===== src/rtl/cache_bus_pkg.sv =====
// Shared types for the L1 bus-side sequencer: MESI encodings, FSM states, bus opcodes.
package cache_bus_pkg;
  // Default address width, mirrors ADDRESSSIZE in cache_def_1.v
  localparam int ADDR_W_DEF = 32;
  localparam int MESI_W_DEF = 2;

  localparam logic [1:0] MESI_I = 2'b00;
  localparam logic [1:0] MESI_S = 2'b01;
  localparam logic [1:0] MESI_E = 2'b10;
  localparam logic [1:0] MESI_M = 2'b11;

  typedef enum logic [2:0] {IDLE, ARB, WB, ADDR, WAIT_DATA, DONE} bus_state_t;
  typedef enum logic [1:0] {NONE, RD, RDX, INV} bus_op_t;
endpackage


===== src/rtl/bus_watchdog.sv =====
// Cycle counter for the memory-wait states; only exists when SNOOP_TIMEOUT_EN is defined.
`ifdef SNOOP_TIMEOUT_EN
module bus_watchdog #(
  parameter int LIMIT = 255
) (
  input  logic clk,
  input  logic rst_n,
  input  logic run,
  output logic expired
);
  logic [7:0] cnt;

  // WB and WAIT_DATA are never adjacent, so dropping run between them restarts the count
  always_ff @(posedge clk) begin
    if (!rst_n || !run) cnt <= '0;
    else                cnt <= cnt + 8'd1;
  end

  assign expired = run && (cnt == 8'(LIMIT - 1));
endmodule
`endif


===== src/rtl/snoop_bus_ctrl.sv =====
// Bus-side sequencer for one L1: arbitration, optional victim writeback, opcode issue, fill wait.
// Optional watchdog on the memory waits is enabled by defining SNOOP_TIMEOUT_EN.
module snoop_bus_ctrl
  import cache_bus_pkg::*;
#(
  parameter int ADDRESSSIZE    = ADDR_W_DEF,
  parameter int MESI_SIZE      = MESI_W_DEF,
  parameter int TIMEOUT_CYCLES = 255
) (
  input  logic                   clk,
  input  logic                   rst_n,
  input  logic                   PrRd,
  input  logic                   PrWr,
  input  logic [ADDRESSSIZE-1:0] Address,
  input  logic                   Hit,
  input  logic [MESI_SIZE-1:0]   Current_MESI_state_proc,
  input  logic [MESI_SIZE-1:0]   Victim_MESI_state,
  input  logic [ADDRESSSIZE-1:0] Victim_Address,
  output logic                   Bus_Req,
  input  logic                   Bus_Grant,
  output logic                   BusRd,
  output logic                   BusRdX,
  output logic                   Invalidate,
  output logic [ADDRESSSIZE-1:0] Address_Com,
  input  logic                   Shared_in,
  output logic                   Shared,
  output logic                   Mem_Wr,
  input  logic                   Mem_Ack,
  input  logic                   Mem_Data_Valid,
  output logic                   Fill_Done,
  output logic                   Stall,
  output logic                   Timeout_Err
);
  bus_state_t             state;
  bus_op_t                op;
  bus_op_t                op_issue;
  logic                   wb;
  logic [ADDRESSSIZE-1:0] addr_q;
  logic [ADDRESSSIZE-1:0] victim_q;
  logic                   req;
  logic                   silent_hit;
  logic                   upgrade;
  logic                   need_bus;
  logic                   wd_expire;

  assign req        = PrRd | PrWr;
  assign silent_hit = Hit && (Current_MESI_state_proc == MESI_SIZE'(MESI_M) ||
                              Current_MESI_state_proc == MESI_SIZE'(MESI_E) ||
                              (Current_MESI_state_proc == MESI_SIZE'(MESI_S) && !PrWr));
  assign upgrade    = Hit && PrWr && Current_MESI_state_proc == MESI_SIZE'(MESI_S);
  assign need_bus   = req && !silent_hit;
  assign Stall      = (state != IDLE) || need_bus;

  // A peer may have invalidated our S copy while we waited: fetch the line instead of upgrading
  assign op_issue = (op == INV && Current_MESI_state_proc == MESI_SIZE'(MESI_I)) ? RDX : op;

`ifdef SNOOP_TIMEOUT_EN
  logic err_q;

  bus_watchdog #(.LIMIT(TIMEOUT_CYCLES)) u_wd (
    .clk     (clk),
    .rst_n   (rst_n),
    .run     (state == WB || state == WAIT_DATA),
    .expired (wd_expire)
  );

  always_ff @(posedge clk) begin
    if (!rst_n)         err_q <= 1'b0;
    else if (wd_expire) err_q <= 1'b1;
  end

  assign Timeout_Err = err_q;
`else
  logic unused_cfg;
  assign unused_cfg  = ^TIMEOUT_CYCLES;
  assign wd_expire   = 1'b0;
  assign Timeout_Err = 1'b0;
`endif

  always_ff @(posedge clk) begin
    if (!rst_n) begin
      state       <= IDLE;
      op          <= NONE;
      wb          <= 1'b0;
      addr_q      <= '0;
      victim_q    <= '0;
      Bus_Req     <= 1'b0;
      BusRd       <= 1'b0;
      BusRdX      <= 1'b0;
      Invalidate  <= 1'b0;
      Address_Com <= '0;
      Shared      <= 1'b0;
      Mem_Wr      <= 1'b0;
      Fill_Done   <= 1'b0;
    end else begin
      Fill_Done <= 1'b0;
      unique case (state)
        IDLE: if (need_bus) begin
          addr_q   <= Address;
          victim_q <= Victim_Address;
          op       <= upgrade ? INV : (PrWr ? RDX : RD);
          wb       <= !upgrade && Victim_MESI_state == MESI_SIZE'(MESI_M);
          Bus_Req  <= 1'b1;
          state    <= ARB;
        end
        ARB: if (Bus_Grant) begin
          if (wb) begin
            Mem_Wr      <= 1'b1;
            Address_Com <= victim_q;
            state       <= WB;
          end else begin
            op          <= op_issue;
            BusRd       <= op_issue == RD;
            BusRdX      <= op_issue == RDX;
            Invalidate  <= op_issue == INV;
            Address_Com <= addr_q;
            state       <= ADDR;
          end
        end
        WB: begin
          if (wd_expire) begin
            Bus_Req     <= 1'b0;
            Mem_Wr      <= 1'b0;
            Address_Com <= '0;
            state       <= IDLE;
          end else if (Mem_Ack) begin
            Mem_Wr      <= 1'b0;
            op          <= op_issue;
            BusRd       <= op_issue == RD;
            BusRdX      <= op_issue == RDX;
            Invalidate  <= op_issue == INV;
            Address_Com <= addr_q;
            state       <= ADDR;
          end
        end
        ADDR: begin
          BusRd       <= 1'b0;
          BusRdX      <= 1'b0;
          Invalidate  <= 1'b0;
          Address_Com <= '0;
          Shared      <= Shared_in;
          if (op == INV) begin
            Fill_Done <= 1'b1;
            state     <= DONE;
          end else begin
            state <= WAIT_DATA;
          end
        end
        WAIT_DATA: begin
          if (wd_expire) begin
            Bus_Req <= 1'b0;
            state   <= IDLE;
          end else if (Mem_Data_Valid) begin
            Fill_Done <= 1'b1;
            state     <= DONE;
          end
        end
        DONE: begin
          Bus_Req <= 1'b0;
          state   <= IDLE;
        end
        default: state <= IDLE;
      endcase
    end
  end
endmodule


===== config.mk =====
export PLATFORM = sky130hd
export DESIGN_NAME = snoop_bus_ctrl
export DESIGN_NICKNAME = d
export VERILOG_FILES = /design/src/rtl/cache_bus_pkg.sv /design/src/rtl/bus_watchdog.sv /design/src/rtl/snoop_bus_ctrl.sv
export SDC_FILE = /design/constraint.sdc
export NUM_CORES = 1
export LEC_CHECK = 0
export BUFFER_PORTS_ARGS = -buffer_cell sky130_fd_sc_hd__buf_2
export CAP_MARGIN = 5
export CORE_UTILIZATION = 53
export DETAILED_ROUTE_END_ITERATION = 16
export PLACE_DENSITY = 0.81
export SYNTH_ARGS = -nofsm -noshare
export SYNTH_HDL_FRONTEND = slang
export SYNTH_SLANG_ARGS = --single-unit

===== constraint.sdc =====
create_clock -name clk -period 1.5 [get_ports clk]
set_input_delay 0.3 -clock clk [delete_from_list [all_inputs] [get_ports clk]]
set_output_delay 0.3 -clock clk [all_outputs]
set_load 0.01 [all_outputs]

Yosys cells after proc, flatten, opt, wreduce, memory -nomap -nowiden. Cells that the tools add are included.

Register bits after elaboration: 109. Input port bits: 77. Output and inout port bits: 41. Logic and storage cells: 100.

Eq/ne operators: 19. Muxes and demuxes: 40. Bitwise operators: 1. Reductions and logical operators: 27.

Operators with widths (count): two-way mux 32 bit (3); one-hot mux 32 bit (3 select lines) (1); two-way mux 1 bit (17); one-hot mux 3 bit (5 select lines) (1); two-way mux 2 bit (7); equality test 2 bit (second input constant) (6); two-way mux 3 bit (4); inequality test 2 bit (second input constant) (6); AND reduction 4 bit (3); one-hot mux 1 bit (3 select lines) (3); nonzero test 3 bit (3); logical AND 1 bit (7); equality test 3 x 2 -> 1 bit (second input constant) (2); equality test 3 bit (second input constant) (2); one-hot mux 1 bit (2 select lines) (3); one-hot mux 2 bit (3 select lines) (1); AND reduction 5 bit (1); equality test 2 x 1 -> 1 bit (second input constant) (2); AND reduction 2 bit (2); nonzero test 2 bit (2); equality test 3 x 1 -> 1 bit (second input constant) (1); logical NOT 1 bit (3); logical NOT 3 bit (1); logical OR 1 bit (3); 3 further kinds (3).

Logic depth before layout (Yosys ltp). Gate-level depths: netlist of the first run.

Depth in word-level cells: 8. Depth in mapped cells: 7. Depth with buffers taken out: 4.

Worst setup path before layout of the first run. OpenSTA, ideal clock, no wires.

Path type: register to register. Start: register state[2]. End: register Address_Com[0]. Library setup time: 120 ps. Data arrival time: 1235 ps. Data required time: 1380 ps. Setup slack: 145 ps. Cell stages (with the launch flop): 7. Buffers on the path: 2. Clock period less this slack: 1355 ps. Cell sequence: dfxtp_1 -> nand2b_4 -> and2_1 -> buf_6 -> buf_6 -> a221oi_2 -> nor2_1.

Cells in the longest elaborated chain, start to end: 3. Elaborated cells on any way between the ends: 8. Classes of those cells: eq/ne (5); mux (1); reduce/logical (2).

Ends and longest elaborated chain: from (decl) (RTL line snoop_bus_ctrl.sv:34) `bus_state_t state;`; from (signal assigned) (RTL line snoop_bus_ctrl.sv:82) `state <= IDLE;`; from (signal assigned) (RTL line snoop_bus_ctrl.sv:104) `state <= ARB;`; from (signal assigned) (RTL line snoop_bus_ctrl.sv:110) `state <= WB;`; equality test 3 x 2 -> 1 bit / equality test 3 x 1 -> 1 bit (equally long branches) (RTL line snoop_bus_ctrl.sv:97) `unique case (state)`; inequality test 2 bit (no line) / nonzero test 3 bit (equally long branches); AND reduction 3 bit (no line); to (signal assigned) (RTL line snoop_bus_ctrl.sv:109) `Address_Com <= victim_q;`; to (signal assigned) (RTL line snoop_bus_ctrl.sv:116) `Address_Com <= addr_q;`; to (signal assigned) (RTL line snoop_bus_ctrl.sv:132) `Address_Com <= addr_q;`; to (decl) (RTL line snoop_bus_ctrl.sv:24) `output logic [ADDRESSSIZE-1:0] Address_Com,`.

Several ways; a longest one is shown, not always the timed one. A chain may end at the register's enable or synchronous reset.

Worst setup path in the final report of the first run.
Start: register state[0]. End: output Stall.

Cells in the longest elaborated chain, start to end: 2.

Ends and longest elaborated chain: nonzero test 3 bit (RTL line snoop_bus_ctrl.sv:52) `assign Stall = (state != IDLE) || need_bus;`; logical OR 1 bit (RTL line snoop_bus_ctrl.sv:52); to (decl) (RTL line snoop_bus_ctrl.sv:31) `output logic Stall,`.

Every way passes these cells.

==> results of run 1 <==
==> cell usage in the layout (no fill, tap or decap), types with 2 or more instances in the layout <==
cell type	synthesis	layout
sky130_fd_sc_hd__nor2b_1	2	2
sky130_fd_sc_hd__clkinv_4	0	2
sky130_fd_sc_hd__nor3b_1	2	2
sky130_fd_sc_hd__nor2_1	34	34
sky130_fd_sc_hd__nand2_1	73	73
sky130_fd_sc_hd__a21boi_0	4	4
sky130_fd_sc_hd__dfxtp_1	109	106
sky130_fd_sc_hd__dfxtp_4	0	2
sky130_fd_sc_hd__buf_2	8	115
sky130_fd_sc_hd__buf_6	13	6
sky130_fd_sc_hd__o21ai_0	55	55
sky130_fd_sc_hd__nand3_1	67	67
sky130_fd_sc_hd__nand4b_1	2	2
sky130_fd_sc_hd__inv_8	0	2
sky130_fd_sc_hd__o21ai_1	49	49
sky130_fd_sc_hd__buf_12	0	11
sky130_fd_sc_hd__nand4_1	2	2
sky130_fd_sc_hd__clkbuf_8	0	10
sky130_fd_sc_hd__mux2i_1	5	5
sky130_fd_sc_hd__inv_1	2	2
sky130_fd_sc_hd__a221oi_2	30	32
sky130_fd_sc_hd__buf_4	5	23
sky130_fd_sc_hd__a21oi_1	3	3
sky130_fd_sc_hd__a211oi_1	2	2
==> layer usage <==
layer,up-vias,GRT usage [%]
li1,2089,-
met1,2011,30.8
met2,129,43.2
met3,20,5.34
met4,0,9.95
met5,-,0
==> registers in the layout (all words and copies together), names as in the netlist, 2 cells and up <==
name         flops
addr_q          32
state            3
op               2
Address_Com     32
victim_q        32
==> power breakdown <==
group | switching [mW] | internal (mW)
logic | 0.830 | 0.676
clock network | 1.06 | 0.854
registers | 0.200 | 3.19
==> through the flow <==
| stage | power [mW] | instances | instance area, um2 | util (%) | TNS (ns) |
|---|---|---|---|---|---|
| global placement | 4.77 | 721 | 5390 | 64.7 | -0.665 |
| detailed placement | 4.82 | 721 | 5390 | 64.7 | -3.01 |
| floorplan | 4.33 | 522 | 4650 | - | 0 |
| finish | 6.81 | 748 | 5810 | 69.7 | -0.0905 |
| global route | 7.14 | 748 | 5810 | 69.7 | -0.227 |
| CTS | 6.76 | 744 | 5730 | 68.7 | -0.0963 |
==> worst max-delay path: cells and delay by family, from the launching register on <==
family                 cells  cell delay (ns)
buffers and inverters      2             0.27
and+or+nand+nor            2             0.29
DFF                        1             0.36
==> cell type report <==
type | instances | area (um2) | share of cell area, %
repair buffers | 157 | 1080 | 18.5
well taps | 105 | 131 | 2.26
clock buffers | 10 | 138 | 2.37
inverters | 2 | 7.51 | 0.129
flip-flops and latches | 109 | 2190 | 37.7
multi-input cells | 359 | 2190 | 37.7
clock inverters | 6 | 78.8 | 1.36
==> cell families (layout without fill, tap and decap cells) <==
logic type | count (synthesis) | after routing | share of synthesized area (%)
other | 1 | 1 | 0.0806
multiplexers | 5 | 5 | 1.08
XOR/XNOR | 1 | 1 | 0.188
buffers and inverters | 54 | 175 | 7.08
flip-flops | 109 | 109 | 46.9
AND/OR/NAND/NOR | 193 | 193 | 19.2
AO/OA/AOI/OAI | 159 | 159 | 25.5
==> final timing paths <==
path                               from                        end  slack, ns
setup / recovery  state[0]$_SDFFE_PN0P_                      Stall      -0.09
hold / removal       Victim_Address[24]  victim_q[24]$_SDFFE_PN0P_       0.14
hold reg to reg     BusRdX$_SDFFE_PN0P_        BusRdX$_SDFFE_PN0P_       0.47
setup reg to reg  state[0]$_SDFFE_PN0P_         op[0]$_SDFFE_PN0P_       0.01
==> timing repair <==
| action | in CTS | in global routing |
|---|---|---|
| pin swaps | 1 | 7 |
| setup buffers | 7 | 3 |
| resized for setup | 12 | 8 |
| cloned | 0 | 1 |
| setup endpoints to repair | 93 | 22 |
==> impl_metrics.tcl, run 1 <==
set metrics [dict create \
    antenna_found_initial 0 \
    antenna_cells 0 \
    worst_r2r_path_depth 5 \
    ant_nets 0 \
    path_cells "buf_6 > nor3_4 > nand2_1 > buf_2" \
    design.core.area_um2 8340 \
    syn-cell-area_um2 4650 \
    synth-async-reset-ratio_pct 0 \
    max_stage_delay_ns 0.36 \
    number_of_buffers_inserted_for_hold_repair_after_clock_tree_synthesis 0 \
    std_cell_rows 33 \
    start_util_pct 55.8 \
    boundaryPins 118 \
    finalCriticalPeriod_ns 1.59 \
    synth_top_area_share_pct 46.9 \
    wire_length_of_the_first_global_routing_pass_um 17800 \
    dieArea_um2 9150 \
    path_class "flip-flop to output pin" \
    critical_path.slowest_cell "sky130_fd_sc_hd__dfxtp_4" \
    wirelength_met1_um 4940 \
    synth_nets 599 \
    detail_route.wl_per_cell_um 15.5 \
    pre_cts_ws_ns -0.125 \
    min_path_type "input pin to flip-flop" \
    synth-seq-area-share_pct 46.9 \
    timing.final.setup_violations 1 \
    critPathLaunchType "flip-flop" \
    ys_seq_elements 109 \
    length_of_routed_met2_wiring_um 5810 \
    routed_wirelength_um 11600 \
    worst_ep_required_time_ns 1.20 \
    cts_buffers 9 \
    result_of_the_run "finished with violations" \
    maxSlewViolCount 0 \
    rsz_0062_raised_after_global_routing "true" \
    leakage_power_total_nw 2.57 \
    synth_cell_type_count 47 \
    cts-root-buf "sky130_fd_sc_hd__clkbuf_8" \
    layout-drive-gt1-share_pct 34.1 \
    finalHoldWorstSlack_ns 0.141 \
    synth_enable_flop_cells 0 \
    cts.sinks 109 \
    fp.dieW_um 95.7 \
    setup_slack_ns -0.0905 \
    grt_use_total_pct 25.2 \
    dr_total_vias 4249 \
    clk_pin_slew_worst_paths_ns 0.11 \
    post_synth_top_cells "sky130_fd_sc_hd__dfxtp_1 (109), sky130_fd_sc_hd__nand2_1 (73), sky130_fd_sc_hd__nand3_1 (67)" \
    h-tree-depth 3 \
    clk-insertion-delay-late_ns 0.38 \
    final.fill_count 661 \
    area_leader_netlist "sky130_fd_sc_hd__dfxtp_1" \
    failed_checks "setup timing" \
    area_growth_pct 25.0 \
    grt_max_degree 73 \
    holdPathStages 3 \
    syn-instance-count 522 \
    maxCapViolations 0 \
    grt.overflow.total 0 \
    setup.worst_path.end_class "output pin" \
    synth.area.top_cells "sky130_fd_sc_hd__dfxtp_1 (47%), sky130_fd_sc_hd__a221oi_2 (9.7%), sky130_fd_sc_hd__nand3_1 (7.2%), sky130_fd_sc_hd__o21ai_0 (5.9%), sky130_fd_sc_hd__nand2_1 (5.9%)" \
    die_y_um 95.7 \
    worst-endpoint-arrival_ns 1.29 \
    power_density_nw_per_um2 1170 \
    drt_drc_violations_left 0 \
    first_iter_violations 154 \
    dp_hpwl_um 7720 \
    detailed_route_vias_per_instance 5.68 \
    synth_warnings 0 \
    yosys_most_used_dff "sky130_fd_sc_hd__dfxtp_1" \
    number_of_port_buffers 116 \
    worst_clock_skew_ns 0.0117 \
    tritoncts "built" \
    post-synth-top-count-cell "sky130_fd_sc_hd__dfxtp_1" \
    met3WireLength_um 617 \
    vias_in_the_first_global_route 3827 \
    timing.final.crit_share_pct 106 \
    dr.max_layer_used "met4" \
    max_clock_freq_ghz 0.629 \
    worst-path-max-fanout 2 \
    post_synth.cell_area_avg_um2 8.91 \
    cts-root-to-sink-buffers 2 \
    firstDrtPassIters 4 \
    hold_viol_final 0 \
    final_nets 715 \
    gp_congestion 0.865 \
    vdd_drop_max_uv 712 \
]
Power figures use the tool's default switching activity.
==> inputs of run 2 (changes only) <==
--- a/config.mk
+++ b/config.mk
@@ -5,6 +5,7 @@
 export SDC_FILE = /design/constraint.sdc
 export NUM_CORES = 1
 export LEC_CHECK = 0
+export ABC_AREA = 1
 export BUFFER_PORTS_ARGS = -buffer_cell sky130_fd_sc_hd__buf_2
 export CAP_MARGIN = 5
 export CORE_UTILIZATION = 53
==> impl_metrics.tcl, run 2 <==
set metrics [dict create \
    clk_pin_slew_worst_paths_ns 0.10 \
    post-synth-top-count-cell "sky130_fd_sc_hd__o21ai_0" \
    hold_viol_final 0 \
    max_clock_freq_ghz 0.665 \
    fin_total_pwr_mw 11.4 \
    synth_cell_type_count 25 \
    area_growth_pct 22.0 \
    clk-insertion-delay-late_ns 0.36 \
    antenna_cells 0 \
    fp.dieW_um 95.9 \
    synth_warnings 0 \
    worst-endpoint-arrival_ns 1.20 \
    cts-root-buf "sky130_fd_sc_hd__clkbuf_8" \
    first_iter_violations 251 \
    ys_seq_elements 109 \
    synth-async-reset-ratio_pct 0 \
    rsz_0062_raised_after_global_routing "true" \
    clock_power_share_pct 14.3 \
    power_density_nw_per_um2 2000 \
    cts.sinks 109 \
    critical_path.slowest_cell "sky130_fd_sc_hd__dfxtp_2" \
    failed_checks "setup timing" \
    synth_top_area_share_pct 46.7 \
    result_of_the_run "finished with violations" \
    setup.worst_path.end_class "output pin" \
    syn-cell-area_um2 4680 \
    path_cells "inv_1 > nand2_2 > nor2_4 > nand2_2 > buf_2" \
    min_path_type "input pin to flip-flop" \
    std_cell_rows 33 \
    most_common_cell_after_layout_fill_and_taps_aside "sky130_fd_sc_hd__buf_2" \
    synth_nets 740 \
    drt_drc_violations_left 0 \
    switching_power_mw 4.68 \
    leakage_power_total_nw 2.51 \
    tritoncts "built" \
    h-tree-depth 3 \
    layout-drive-gt1-share_pct 24.4 \
    antenna_found_initial 0 \
    syn-instance-count 663 \
    start_util_pct 55.8 \
    yosys_most_used_dff "sky130_fd_sc_hd__dfxtp_1" \
    post_synth.cell_area_avg_um2 7.05 \
    finalHoldWorstSlack_ns 0.165 \
    vdd_drop_max_uv 841 \
    layout_top_registers "Address_Com (32), addr_q (32), victim_q (32)" \
    grt_max_degree 75 \
    timing.final.setup_violations 1 \
    setup_slack_ns -0.00405 \
    path_class "flip-flop to output pin" \
    worst_clock_skew_ns 0.0157 \
    wire_length_of_the_first_global_routing_pass_um 17600 \
    cp_top_family "flip-flops" \
    worst-path-max-fanout 4 \
    grt.overflow.total 0 \
    worstPathBufferInverterCount 2 \
    cts_buffers 9 \
    final_cell_mix "sky130_fd_sc_hd__buf_2 (116), sky130_fd_sc_hd__o21ai_0 (112), sky130_fd_sc_hd__dfxtp_1 (105), sky130_fd_sc_hd__nor2_1 (78), sky130_fd_sc_hd__nand2_1 (76)" \
    detailed_route_vias_per_instance 5.28 \
    power.sequential.fraction_pct 39.4 \
    synth.area.top_cells "sky130_fd_sc_hd__dfxtp_1 (47%), sky130_fd_sc_hd__o21ai_0 (16%), sky130_fd_sc_hd__a21oi_1 (8.0%), sky130_fd_sc_hd__nor2_1 (6.7%), sky130_fd_sc_hd__nand2_1 (6.4%)" \
    design.core.area_um2 8380 \
    dieArea_um2 9200 \
    synth_enable_flop_cells 0 \
    post_synth_top_cells "sky130_fd_sc_hd__o21ai_0 (150), sky130_fd_sc_hd__dfxtp_1 (109), sky130_fd_sc_hd__nor2_1 (84)" \
    area_leader_netlist "sky130_fd_sc_hd__dfxtp_1" \
    number_of_port_buffers 116 \
    final.fill_count 730 \
    worst_ep_required_time_ns 1.20 \
    power.combinational.fraction_pct 46.2 \
    crit_path_frequent_cell "sky130_fd_sc_hd__nand2_2" \
    dr_total_vias 4651 \
    timing.final.crit_share_pct 100 \
    switching_share_pct 41.1 \
    critPathLaunchType "flip-flop" \
    vias_in_the_first_global_route 4012 \
    die_y_um 95.9 \
    routed_wirelength_um 11100 \
    max_stage_delay_ns 0.34 \
    boundaryPins 118 \
    final_nets 849 \
    cts-root-to-sink-buffers 2 \
    gp_congestion 0.952 \
    grt_use_total_pct 24.6 \
    detail_route.wl_per_cell_um 12.6 \
    finalCriticalPeriod_ns 1.50 \
    internal-power_mw 6.71 \
    synth-seq-area-share_pct 46.7 \
    maxSlewViolCount 0 \
    maxCapViolations 0 \
    dp_hpwl_um 7790 \
    firstDrtPassIters 5 \
    ant_nets 0 \
]
[run 2: kinds of logic after synthesis]
| logic type | Yosys count | synth area share, % |
|---|---|---|
| DFF | 109 | 46.7 |
| buffers and inverters | 127 | 11.2 |
| AOI/OAI and AO/OA | 240 | 25.8 |
| other | 1 | 0.0802 |
| and+or+nand+nor | 186 | 16.3 |
[run 2: worst register-to-register path, cell delays in order, from the launching register on]
cell,delay [ns]
sky130_fd_sc_hd__dfxtp_2,0.35
sky130_fd_sc_hd__inv_1,0.06
sky130_fd_sc_hd__buf_4,0.14
sky130_fd_sc_hd__nand4_1,0.12
sky130_fd_sc_hd__nand2_2,0.10
sky130_fd_sc_hd__nor2_4,0.18
sky130_fd_sc_hd__inv_6,0.09
sky130_fd_sc_hd__nor3_1,0.26
sky130_fd_sc_hd__nor2_1,0.08
[run 2: worst paths after layout]
path / end / depth (start not counted) / startpoint / slack (ns)
worst max-delay path: Stall / 5 / state[1]$_SDFFE_PN0P_ / -0.004
worst min-delay path: Shared$_SDFFE_PN0N_ / 3 / Shared_in / 0.16
worst max register to register: Address_Com[10]$_SDFFE_PN0P_ / 8 / state[1]$_SDFFE_PN0P_ / 0.02
worst min register to register: victim_q[30]$_SDFFE_PN0P_ / 2 / victim_q[30]$_SDFFE_PN0P_ / 0.45
[run 2: power by group through the flow]
stage / Combinational [mW] / Clock, mW / Sequential [mW]
floorplan: 3.04 / 0 / 4.69
global placement: 4.72 / 0 / 4.50
detailed placement: 4.85 / 0 / 4.55
CTS: 5.00 / 1.66 / 4.49
global route: 5.90 / 1.81 / 4.61
finish: 5.26 / 1.63 / 4.49
[run 2: through the flow]
stage	instance area [um2]	setup TNS (ns)	std cells	setup WS (ns)	util [%]
6_report	5710	-0.00405	881	-0.00405	68.1
5_1_grt	5710	-0.887	881	-0.0607	68.1
4_1_cts	5640	-0.0336	880	-0.0336	67.3
3_5_place_dp	5420	-0.0425	862	-0.0348	64.6
3_3_place_gp	5420	-0.0409	862	-0.0409	64.6
2_1_floorplan	4680	0	663	0.128	-
[run 2: area by class of cell]
| class | instances | area [um2] | area share (%) |
|---|---|---|---|
| Clock buffer | 10 | 138 | 2.41 |
| Clock inverter | 5 | 45.0 | 0.789 |
| Inverter | 82 | 320 | 5.61 |
| Multi-Input combinational cell | 427 | 2020 | 35.4 |
| Sequential cell | 109 | 2190 | 38.4 |
| Tap cell | 105 | 131 | 2.30 |
| Timing Repair Buffer | 143 | 861 | 15.1 |
[run 2: metal layers]
layer	share of wire (%)	global-route usage, %
met4	1.2	8.46
met3	5.6	3.32
met1	44	30.5
met2	49	43.8
met5	0	0
[run 2: timing repair]
action	in CTS	in global routing
resized for setup	9	59
endpoints found under the setup margin	19	98
hold buffers	0	0
setup buffers	3	1
pin swaps	1	2
